<file path="config.mk">
export PLATFORM = sky130hd
export DESIGN_NAME = stage8wb_flat
export DESIGN_NICKNAME = d
export VERILOG_FILES = /design/src/rtl/stage8wb_if.sv /design/src/rtl/stage8wb.sv /design/src/flat_wrapper.sv
export SDC_FILE = /design/constraint.sdc
export NUM_CORES = 1
export LEC_CHECK = 0
export ABC_AREA = 0
export CAP_MARGIN = 0
export CELL_PAD_IN_SITES_DETAIL_PLACEMENT = 0
export CELL_PAD_IN_SITES_GLOBAL_PLACEMENT = 2
export CORE_MARGIN = 4
export CORE_UTILIZATION = 48
export DETAILED_ROUTE_END_ITERATION = 7
export PLACE_DENSITY = 0.84
export SYNTH_ARGS = -nofsm -noshare
export SYNTH_HDL_FRONTEND = slang
export SYNTH_SLANG_ARGS = --single-unit
</file>
<file path="constraint.sdc">
create_clock -name clk -period 13.6 [get_ports clk]
set_clock_uncertainty 0.05 [all_clocks]
set_input_delay 4.08 -clock clk [delete_from_list [all_inputs] [get_ports clk]]
set_output_delay 4.08 -clock clk [all_outputs]
set_load 0.01 [all_outputs]
</file>
<file path="src/rtl/stage8wb_if.sv">
// rtl/stage8wb_if.sv - result, read-port and claim signals between the pipe and the write-back stage
interface stage8wb_if #(
  parameter int DATA_W = 24,
  parameter int AW     = 4
);
  logic              enable;
  logic [11:0]       pc_in;
  logic              we_in;
  logic [AW-1:0]     wr_addr_in;
  logic [DATA_W-1:0] wr_data_in;
  logic [AW-1:0]     rd_addr_a;
  logic [AW-1:0]     rd_addr_b;
  logic [DATA_W-1:0] rd_data_a;
  logic [DATA_W-1:0] rd_data_b;
  logic              rd_busy_a;
  logic              rd_busy_b;
  logic              claim;
  logic [AW-1:0]     claim_addr;
  logic              claim_ready;
  logic [11:0]       pc_out;
  logic              enable_out;

  modport master (
    output enable, pc_in, we_in, wr_addr_in, wr_data_in,
    output rd_addr_a, rd_addr_b, claim, claim_addr,
    input  rd_data_a, rd_data_b, rd_busy_a, rd_busy_b, claim_ready,
    input  pc_out, enable_out
  );

  modport slave (
    input  enable, pc_in, we_in, wr_addr_in, wr_data_in,
    input  rd_addr_a, rd_addr_b, claim, claim_addr,
    output rd_data_a, rd_data_b, rd_busy_a, rd_busy_b, claim_ready,
    output pc_out, enable_out
  );
endinterface

</file>
<file path="src/rtl/stage8wb.sv">
// rtl/stage8wb.sv - write-back stage owning the register file, result bypass and pending scoreboard
module stage8wb #(
  parameter int DATA_W = 24,
  parameter int NREGS  = 16
) (
  input  logic        clk,
  input  logic        rst,
  stage8wb_if.slave   bus
);
  localparam int AW = $clog2(NREGS);

  logic [DATA_W-1:0] regs [NREGS];
  logic [1:0]        cnt  [NREGS];
  logic [1:0]        cnt_nxt [NREGS];

  logic              pend_v;
  logic              pend_we;
  logic [11:0]       pend_pc;
  logic [AW-1:0]     pend_addr;
  logic [DATA_W-1:0] pend_data;

  logic commit_wr;
  logic claim_acc;
  logic bypass_a;
  logic bypass_b;

  assign commit_wr = pend_v && pend_we && (pend_addr != '0);

  always_comb begin
    bus.claim_ready = (bus.claim_addr == '0) || (cnt[bus.claim_addr] != 2'd3);
    claim_acc       = bus.claim && (bus.claim_addr != '0) && bus.claim_ready;
  end

  // A bypass hit with count 1 means the only outstanding producer is the held result.
  always_comb begin
    bypass_a = pend_v && pend_we && (pend_addr == bus.rd_addr_a);
    bypass_b = pend_v && pend_we && (pend_addr == bus.rd_addr_b);

    if (bus.rd_addr_a == '0)  bus.rd_data_a = '0;
    else if (bypass_a)        bus.rd_data_a = pend_data;
    else                      bus.rd_data_a = regs[bus.rd_addr_a];

    if (bus.rd_addr_b == '0)  bus.rd_data_b = '0;
    else if (bypass_b)        bus.rd_data_b = pend_data;
    else                      bus.rd_data_b = regs[bus.rd_addr_b];

    bus.rd_busy_a = (bus.rd_addr_a != '0) && (cnt[bus.rd_addr_a] != 2'd0) &&
                    !(bypass_a && (cnt[bus.rd_addr_a] == 2'd1));
    bus.rd_busy_b = (bus.rd_addr_b != '0) && (cnt[bus.rd_addr_b] != 2'd0) &&
                    !(bypass_b && (cnt[bus.rd_addr_b] == 2'd1));
  end

  always_comb begin
    for (int i = 0; i < NREGS; i++) begin
      cnt_nxt[i] = cnt[i];
      if (claim_acc && (bus.claim_addr == AW'(i)) &&
          !(commit_wr && (pend_addr == AW'(i)))) begin
        cnt_nxt[i] = cnt[i] + 2'd1;
      end else if (commit_wr && (pend_addr == AW'(i)) &&
                   !(claim_acc && (bus.claim_addr == AW'(i))) &&
                   (cnt[i] != 2'd0)) begin
        cnt_nxt[i] = cnt[i] - 2'd1;
      end
    end
  end

  always_ff @(posedge clk) begin
    if (rst) begin
      for (int i = 0; i < NREGS; i++) begin
        regs[i] <= '0;
        cnt[i]  <= 2'd0;
      end
      pend_v     <= 1'b0;
      pend_we    <= 1'b0;
      pend_pc    <= '0;
      pend_addr  <= '0;
      pend_data  <= '0;
      bus.pc_out     <= '0;
      bus.enable_out <= 1'b0;
    end else begin
      for (int i = 0; i < NREGS; i++) begin
        cnt[i] <= cnt_nxt[i];
      end
      if (commit_wr) begin
        regs[pend_addr] <= pend_data;
      end
      if (pend_v) begin
        bus.pc_out <= pend_pc;
      end
      bus.enable_out <= pend_v;
      pend_v <= bus.enable;
      if (bus.enable) begin
        pend_we   <= bus.we_in;
        pend_pc   <= bus.pc_in;
        pend_addr <= bus.wr_addr_in;
        pend_data <= bus.wr_data_in;
      end
    end
  end
endmodule

</file>
<file path="src/flat_wrapper.sv">
// flat-port wrapper written by rule: the top's interface ports become plain ports
module stage8wb_flat 
#(
  parameter int DATA_W = 24,
  parameter int NREGS  = 16
)
  (clk, rst, bus_enable, bus_pc_in, bus_we_in, bus_wr_addr_in, bus_wr_data_in, bus_rd_addr_a, bus_rd_addr_b, bus_claim, bus_claim_addr, bus_rd_data_a, bus_rd_data_b, bus_rd_busy_a, bus_rd_busy_b, bus_claim_ready, bus_pc_out, bus_enable_out);
  stage8wb_if #(.DATA_W(DATA_W)) bus_i ();
  input  logic clk;
  input  logic rst;
  input wire logic [$bits(bus_i.enable)-1:0] bus_enable;
  input wire logic [$bits(bus_i.pc_in)-1:0] bus_pc_in;
  input wire logic [$bits(bus_i.we_in)-1:0] bus_we_in;
  input wire logic [$bits(bus_i.wr_addr_in)-1:0] bus_wr_addr_in;
  input wire logic [$bits(bus_i.wr_data_in)-1:0] bus_wr_data_in;
  input wire logic [$bits(bus_i.rd_addr_a)-1:0] bus_rd_addr_a;
  input wire logic [$bits(bus_i.rd_addr_b)-1:0] bus_rd_addr_b;
  input wire logic [$bits(bus_i.claim)-1:0] bus_claim;
  input wire logic [$bits(bus_i.claim_addr)-1:0] bus_claim_addr;
  output wire logic [$bits(bus_i.rd_data_a)-1:0] bus_rd_data_a;
  output wire logic [$bits(bus_i.rd_data_b)-1:0] bus_rd_data_b;
  output wire logic [$bits(bus_i.rd_busy_a)-1:0] bus_rd_busy_a;
  output wire logic [$bits(bus_i.rd_busy_b)-1:0] bus_rd_busy_b;
  output wire logic [$bits(bus_i.claim_ready)-1:0] bus_claim_ready;
  output wire logic [$bits(bus_i.pc_out)-1:0] bus_pc_out;
  output wire logic [$bits(bus_i.enable_out)-1:0] bus_enable_out;
  assign bus_i.enable = bus_enable;
  assign bus_i.pc_in = bus_pc_in;
  assign bus_i.we_in = bus_we_in;
  assign bus_i.wr_addr_in = bus_wr_addr_in;
  assign bus_i.wr_data_in = bus_wr_data_in;
  assign bus_i.rd_addr_a = bus_rd_addr_a;
  assign bus_i.rd_addr_b = bus_rd_addr_b;
  assign bus_i.claim = bus_claim;
  assign bus_i.claim_addr = bus_claim_addr;
  assign bus_rd_data_a = bus_i.rd_data_a;
  assign bus_rd_data_b = bus_i.rd_data_b;
  assign bus_rd_busy_a = bus_i.rd_busy_a;
  assign bus_rd_busy_b = bus_i.rd_busy_b;
  assign bus_claim_ready = bus_i.claim_ready;
  assign bus_pc_out = bus_i.pc_out;
  assign bus_enable_out = bus_i.enable_out;
  stage8wb #(.DATA_W(DATA_W), .NREGS(NREGS)) u_core (.clk(clk), .rst(rst), .bus(bus_i));
endmodule
</file>
==> results.py <==
metrics = {
    "logic_synthesis": {
        "seq_area_frac_synth_pct": 53.2,
        "seq_cells_post_synth": 471,
        "postSynth.topFlopCell": "sky130_fd_sc_hd__edfxtp_1",
        "synth_enable_flop_cells": 384,
        "synth_warnings": 0,
        "avgSynthCellArea_um2": 14.5,
        "asyncSetResetFlopFracSynth_pct": 0,
        "synth_cells": 1724,
        "mappedNetlistArea_um2": 25000,
        "ys_types": 45,
    },
    "global_route": {
        "number_of_global_route_vias_before_repair": 16500,
        "grt_antenna_before_repair": 2,
        "gr-usage-all-layers_pct": 26.4,
        "grt_overflow_total": 0,
        "grt_pass1_wl_um": 109000,
        "grt_start_max_net_pins": 67,
    },
    "power": {
        "seqPwrFrac_pct": 48.2,
        "total_switching_power_mw": 0.822,
        "power_mw": 3.43,
        "max-vdd-ir-drop_mv": 0.0887,
        "combPwrFrac_pct": 10.5,
        "internal_power_mw": 2.60,
        "static-leakage-power_nw": 10.4,
        "p_sw_share_pct": 24.0,
        "clkPwrFrac_pct": 41.3,
        "power_per_cell_area_nw_per_um2": 120,
    },
    "route": {
        "wl_met1_um": 29200,
        "initialDrtViolationCount": 2019,
        "vias": 15800,
        "remaining_drc_errors": 0,
        "antenna_left": 0,
        "top_layer": "met5",
        "wl_met3_um": 6360,
        "detailroute.wirelength.met2_um": 35700,
        "postRouteWirelength_um": 73300,
        "via_per_inst": 6.25,
        "drt_pass1_iterations": 5,
        "post_drt_wl_per_cell_um": 29.0,
    },
    "critical_path": {
        "setup.worst_path.class": "in -> out",
        "worst_path_largest_cell_delay_ps": 970,
        "startpoint_type": "primary input",
        "critPathMaxFanout": 51,
        "cpLargestDelayFamily": "buffers and inverters",
        "buffer_and_inverter_count_on_the_worst_path": 3,
        "arrival_worst_endpoint_ps": 7580,
        "worstSetupEndpointType": "output port",
        "cell_by_cell_listing_of_the_critical_path": "buf_6 > xor2_1 > nor2_1 > nand4_1 > buf_4 > mux2i_1 > nor2_1 > clkdlybuf4s50_1",
        "critPathMostFrequentCell": "sky130_fd_sc_hd__nor2_1",
        "cp.required_ps": 9470,
        "cp_slowest_cell": "sky130_fd_sc_hd__nand4_1",
    },
    "flow_run": {
        "drv.max_cap_violation_count": 0,
    },
    "final_layout": {
        "final_core_util_pct": 55.7,
        "drive_gt1_share_pct": 23.2,
        "synthToLayoutAreaGrowth_pct": 14.7,
        "nNetsFinal": 1863,
        "fin_cells": 2530,
        "n_antenna_cell": 0,
        "fillerInstances": 4130,
    },
    "timing": {
        "max_slew.worst_pin.slew_ps": 1250,
        "fin_crit_sh_pct": 86.1,
        "fin_tns_setup_ps": 0,
        "finalCriticalPeriod_ps": 11710,
        "layout_setup_ws_ps": 1890,
        "final-setup-viol-count": 0,
        "rsz0062_at_grt": "no",
        "timing.max_slew.rel_slack_pct": 16.5,
        "finalHoldViolCount": 0,
        "max_freq_mhz": 85.4,
        "timing.final.max_slew_violations": 0,
    },
    "floorplanning": {
        "floorplan.initialDensity_pct": 48.6,
        "top_level_ports": 121,
        "floorplan.core_area_um2": 51400,
        "die_h_um": 236,
        "dieArea_um2": 55700,
        "floorplan.die.width_um": 236,
        "rows": 83,
    },
    "clock_network": {
        "clock_tree_from_tritoncts": "yes",
        "numCtsBuffers": 52,
        "post-cts-setup-buffer-count": 0,
        "clk_root_buffer_cell": "sky130_fd_sc_hd__clkbuf_16",
        "cts-root-to-sink-buffers": 3,
        "clock_pin_slew_on_the_worst_setup_and_hold_paths_ps": 60,
        "postCtsHoldBufs": 0,
        "clock_sink_count": 471,
        "htree_levels": 2,
        "worst_skew_pair_latency_ps": 610,
        "post_cts_resize_count": 0,
    },
    "placed_design": {
        "dp.cells": 2432,
        "preCtsSetupSlack_ps": 1960,
        "dp_hpwl_um": 42400,
        "port_buffers": 120,
        "place_congestion": 0.814,
    },
    "min_path": {
        "worstHoldPathType": "reg -> reg",
    },
    "status": {
        "status": "completed",
    },
}
-- final timing paths --
path	start	to	slack, ps	cells past startpoint
setup / recovery	bus_rd_addr_b[0]	bus_rd_data_b[0]	1890	8
hold / removal	u_core.bus.pc_out[5]	u_core.bus.pc_out[5]	440	2
setup reg to reg	u_core.pend_v	u_core.regs[1][5]	10100	5
hold reg to reg	u_core.bus.pc_out[5]	u_core.bus.pc_out[5]	440	2
-- worst reg2reg max path, cell delays in order (launching register included) --
cell                      delay (ps)
sky130_fd_sc_hd__dfxtp_1         850
sky130_fd_sc_hd__nand2_1         430
sky130_fd_sc_hd__or3_1           550
sky130_fd_sc_hd__nor3_2          820
sky130_fd_sc_hd__buf_4           480
sky130_fd_sc_hd__and2_1          200
-- layout make-up --
class | instances | area [µm²] | area share [%]
repair buffers | 168 | 1550 | 5.40
clock buffers | 73 | 1440 | 5.03
clock inverters | 25 | 255 | 0.892
inverters | 1 | 3.75 | 0.0131
multi-input cells | 1112 | 11300 | 39.3
flip-flops and latches | 471 | 13300 | 46.4
well taps | 680 | 851 | 2.97
-- sequential cells by signal, summed over array words and instances, names as in the netlist --
name / flops
u_core.regs: 384
u_core.cnt: 32
u_core.pend_data: 24
u_core.bus.pc_out: 12
u_core.pend_pc: 12
u_core.pend_addr: 4
u_core.bus.enable_out: 1
u_core.pend_v: 1
u_core.pend_we: 1
-- layer usage --
metal,track usage (%),up-vias
met3,5.18,137
met4,8.31,2
met2,43.3,764
li1,-,6773
met5,0,-
met1,36.0,8129
-- logic make-up after synthesis --
kind of cell,Yosys count,share of synthesized area (%)
compound gates,125,3.13
xor+xnor,8,0.281
buf+inv,164,2.67
flops,471,53.2
mux,343,27.2
other cells,1,0.0150
simple gates,612,13.6
-- power groups by stage --
| stage | sequential, mW | clock, mW | combinational [mW] |
|---|---|---|---|
| final | 1.65 | 1.41 | 0.360 |
| after global routing | 1.66 | 1.49 | 0.381 |
| after floorplan | 1.66 | 0 | 0.234 |
| after detailed placement | 1.68 | 0 | 0.362 |
| after global placement | 1.68 | 0 | 0.360 |
| after CTS | 1.65 | 1.43 | 0.363 |
-- through the flow --
stage	hold WS (ps)	area (µm²)
2_1_floorplan	410	25000
3_3_place_gp	422	26900
3_5_place_dp	434	26900
4_1_cts	449	28600
5_1_grt	474	28600
6_report	442	28600
-- synth_stat cells (2+ instances only) --
| cell type | n | area (µm²) |
|---|---|---|
| sky130_fd_sc_hd__a211oi_1 | 10 | 75.1 |
| sky130_fd_sc_hd__nor3_1 | 16 | 80.1 |
| sky130_fd_sc_hd__mux2i_1 | 77 | 771 |
| sky130_fd_sc_hd__or2_1 | 2 | 12.5 |
| sky130_fd_sc_hd__mux4_1 | 6 | 158 |
| sky130_fd_sc_hd__xnor2_1 | 6 | 52.6 |
| sky130_fd_sc_hd__buf_6 | 4 | 45.0 |
| sky130_fd_sc_hd__o311a_1 | 7 | 70.1 |
| sky130_fd_sc_hd__nand2b_1 | 18 | 113 |
| sky130_fd_sc_hd__xor2_1 | 2 | 17.5 |
| sky130_fd_sc_hd__and2_1 | 336 | 2100 |
| sky130_fd_sc_hd__o21ai_1 | 3 | 15.0 |
| sky130_fd_sc_hd__and3b_1 | 3 | 26.3 |
| sky130_fd_sc_hd__mux4_2 | 260 | 5860 |
| sky130_fd_sc_hd__buf_1 | 20 | 75.1 |
| sky130_fd_sc_hd__or3_1 | 4 | 25.0 |
| sky130_fd_sc_hd__nand4_1 | 3 | 18.8 |
| sky130_fd_sc_hd__nor2b_1 | 6 | 37.5 |
| sky130_fd_sc_hd__clkbuf_1 | 123 | 462 |
| sky130_fd_sc_hd__buf_2 | 16 | 80.1 |
| sky130_fd_sc_hd__a22oi_1 | 2 | 15.0 |
| sky130_fd_sc_hd__nand2_1 | 65 | 244 |
| sky130_fd_sc_hd__o21ai_0 | 29 | 145 |
| sky130_fd_sc_hd__nor4_1 | 13 | 81.3 |
| sky130_fd_sc_hd__o21a_1 | 11 | 82.6 |
| sky130_fd_sc_hd__nor2_1 | 108 | 405 |
| sky130_fd_sc_hd__dfxtp_1 | 87 | 1740 |
| sky130_fd_sc_hd__nor3b_1 | 2 | 15.0 |
| sky130_fd_sc_hd__edfxtp_1 | 384 | 11500 |
| sky130_fd_sc_hd__o211ai_1 | 4 | 30.0 |
| sky130_fd_sc_hd__o31a_1 | 11 | 96.3 |
| sky130_fd_sc_hd__and3_1 | 25 | 156 |
| sky130_fd_sc_hd__a21oi_1 | 44 | 220 |
| sky130_fd_sc_hd__nand3_1 | 6 | 30.0 |
-- cell usage in the layout (no fill, tap or decap), types with 6 or more instances in the layout --
cell type / instances
sky130_fd_sc_hd__o21ai_0: 17
sky130_fd_sc_hd__mux4_1: 6
sky130_fd_sc_hd__nor2_1: 97
sky130_fd_sc_hd__clkbuf_16: 52
sky130_fd_sc_hd__nor4_1: 11
sky130_fd_sc_hd__conb_1: 24
sky130_fd_sc_hd__edfxtp_1: 384
sky130_fd_sc_hd__nand2_1: 65
sky130_fd_sc_hd__o31a_1: 11
sky130_fd_sc_hd__clkbuf_1: 15
sky130_fd_sc_hd__clkdlybuf4s50_1: 110
sky130_fd_sc_hd__a211oi_1: 10
sky130_fd_sc_hd__o21a_1: 11
sky130_fd_sc_hd__mux2i_1: 77
sky130_fd_sc_hd__nand3_1: 6
sky130_fd_sc_hd__clkinv_2: 14
sky130_fd_sc_hd__and2_1: 336
sky130_fd_sc_hd__nor2_2: 7
sky130_fd_sc_hd__dfxtp_1: 87
sky130_fd_sc_hd__mux4_2: 260
sky130_fd_sc_hd__nor3_1: 13
sky130_fd_sc_hd__o21ai_2: 9
sky130_fd_sc_hd__buf_4: 51
sky130_fd_sc_hd__o311a_1: 7
sky130_fd_sc_hd__nor2b_1: 6
sky130_fd_sc_hd__nand2b_1: 18
sky130_fd_sc_hd__and3_1: 25
sky130_fd_sc_hd__clkbuf_8: 6
sky130_fd_sc_hd__xnor2_1: 6
sky130_fd_sc_hd__a21oi_1: 44
Power figures use the tool's default switching activity.
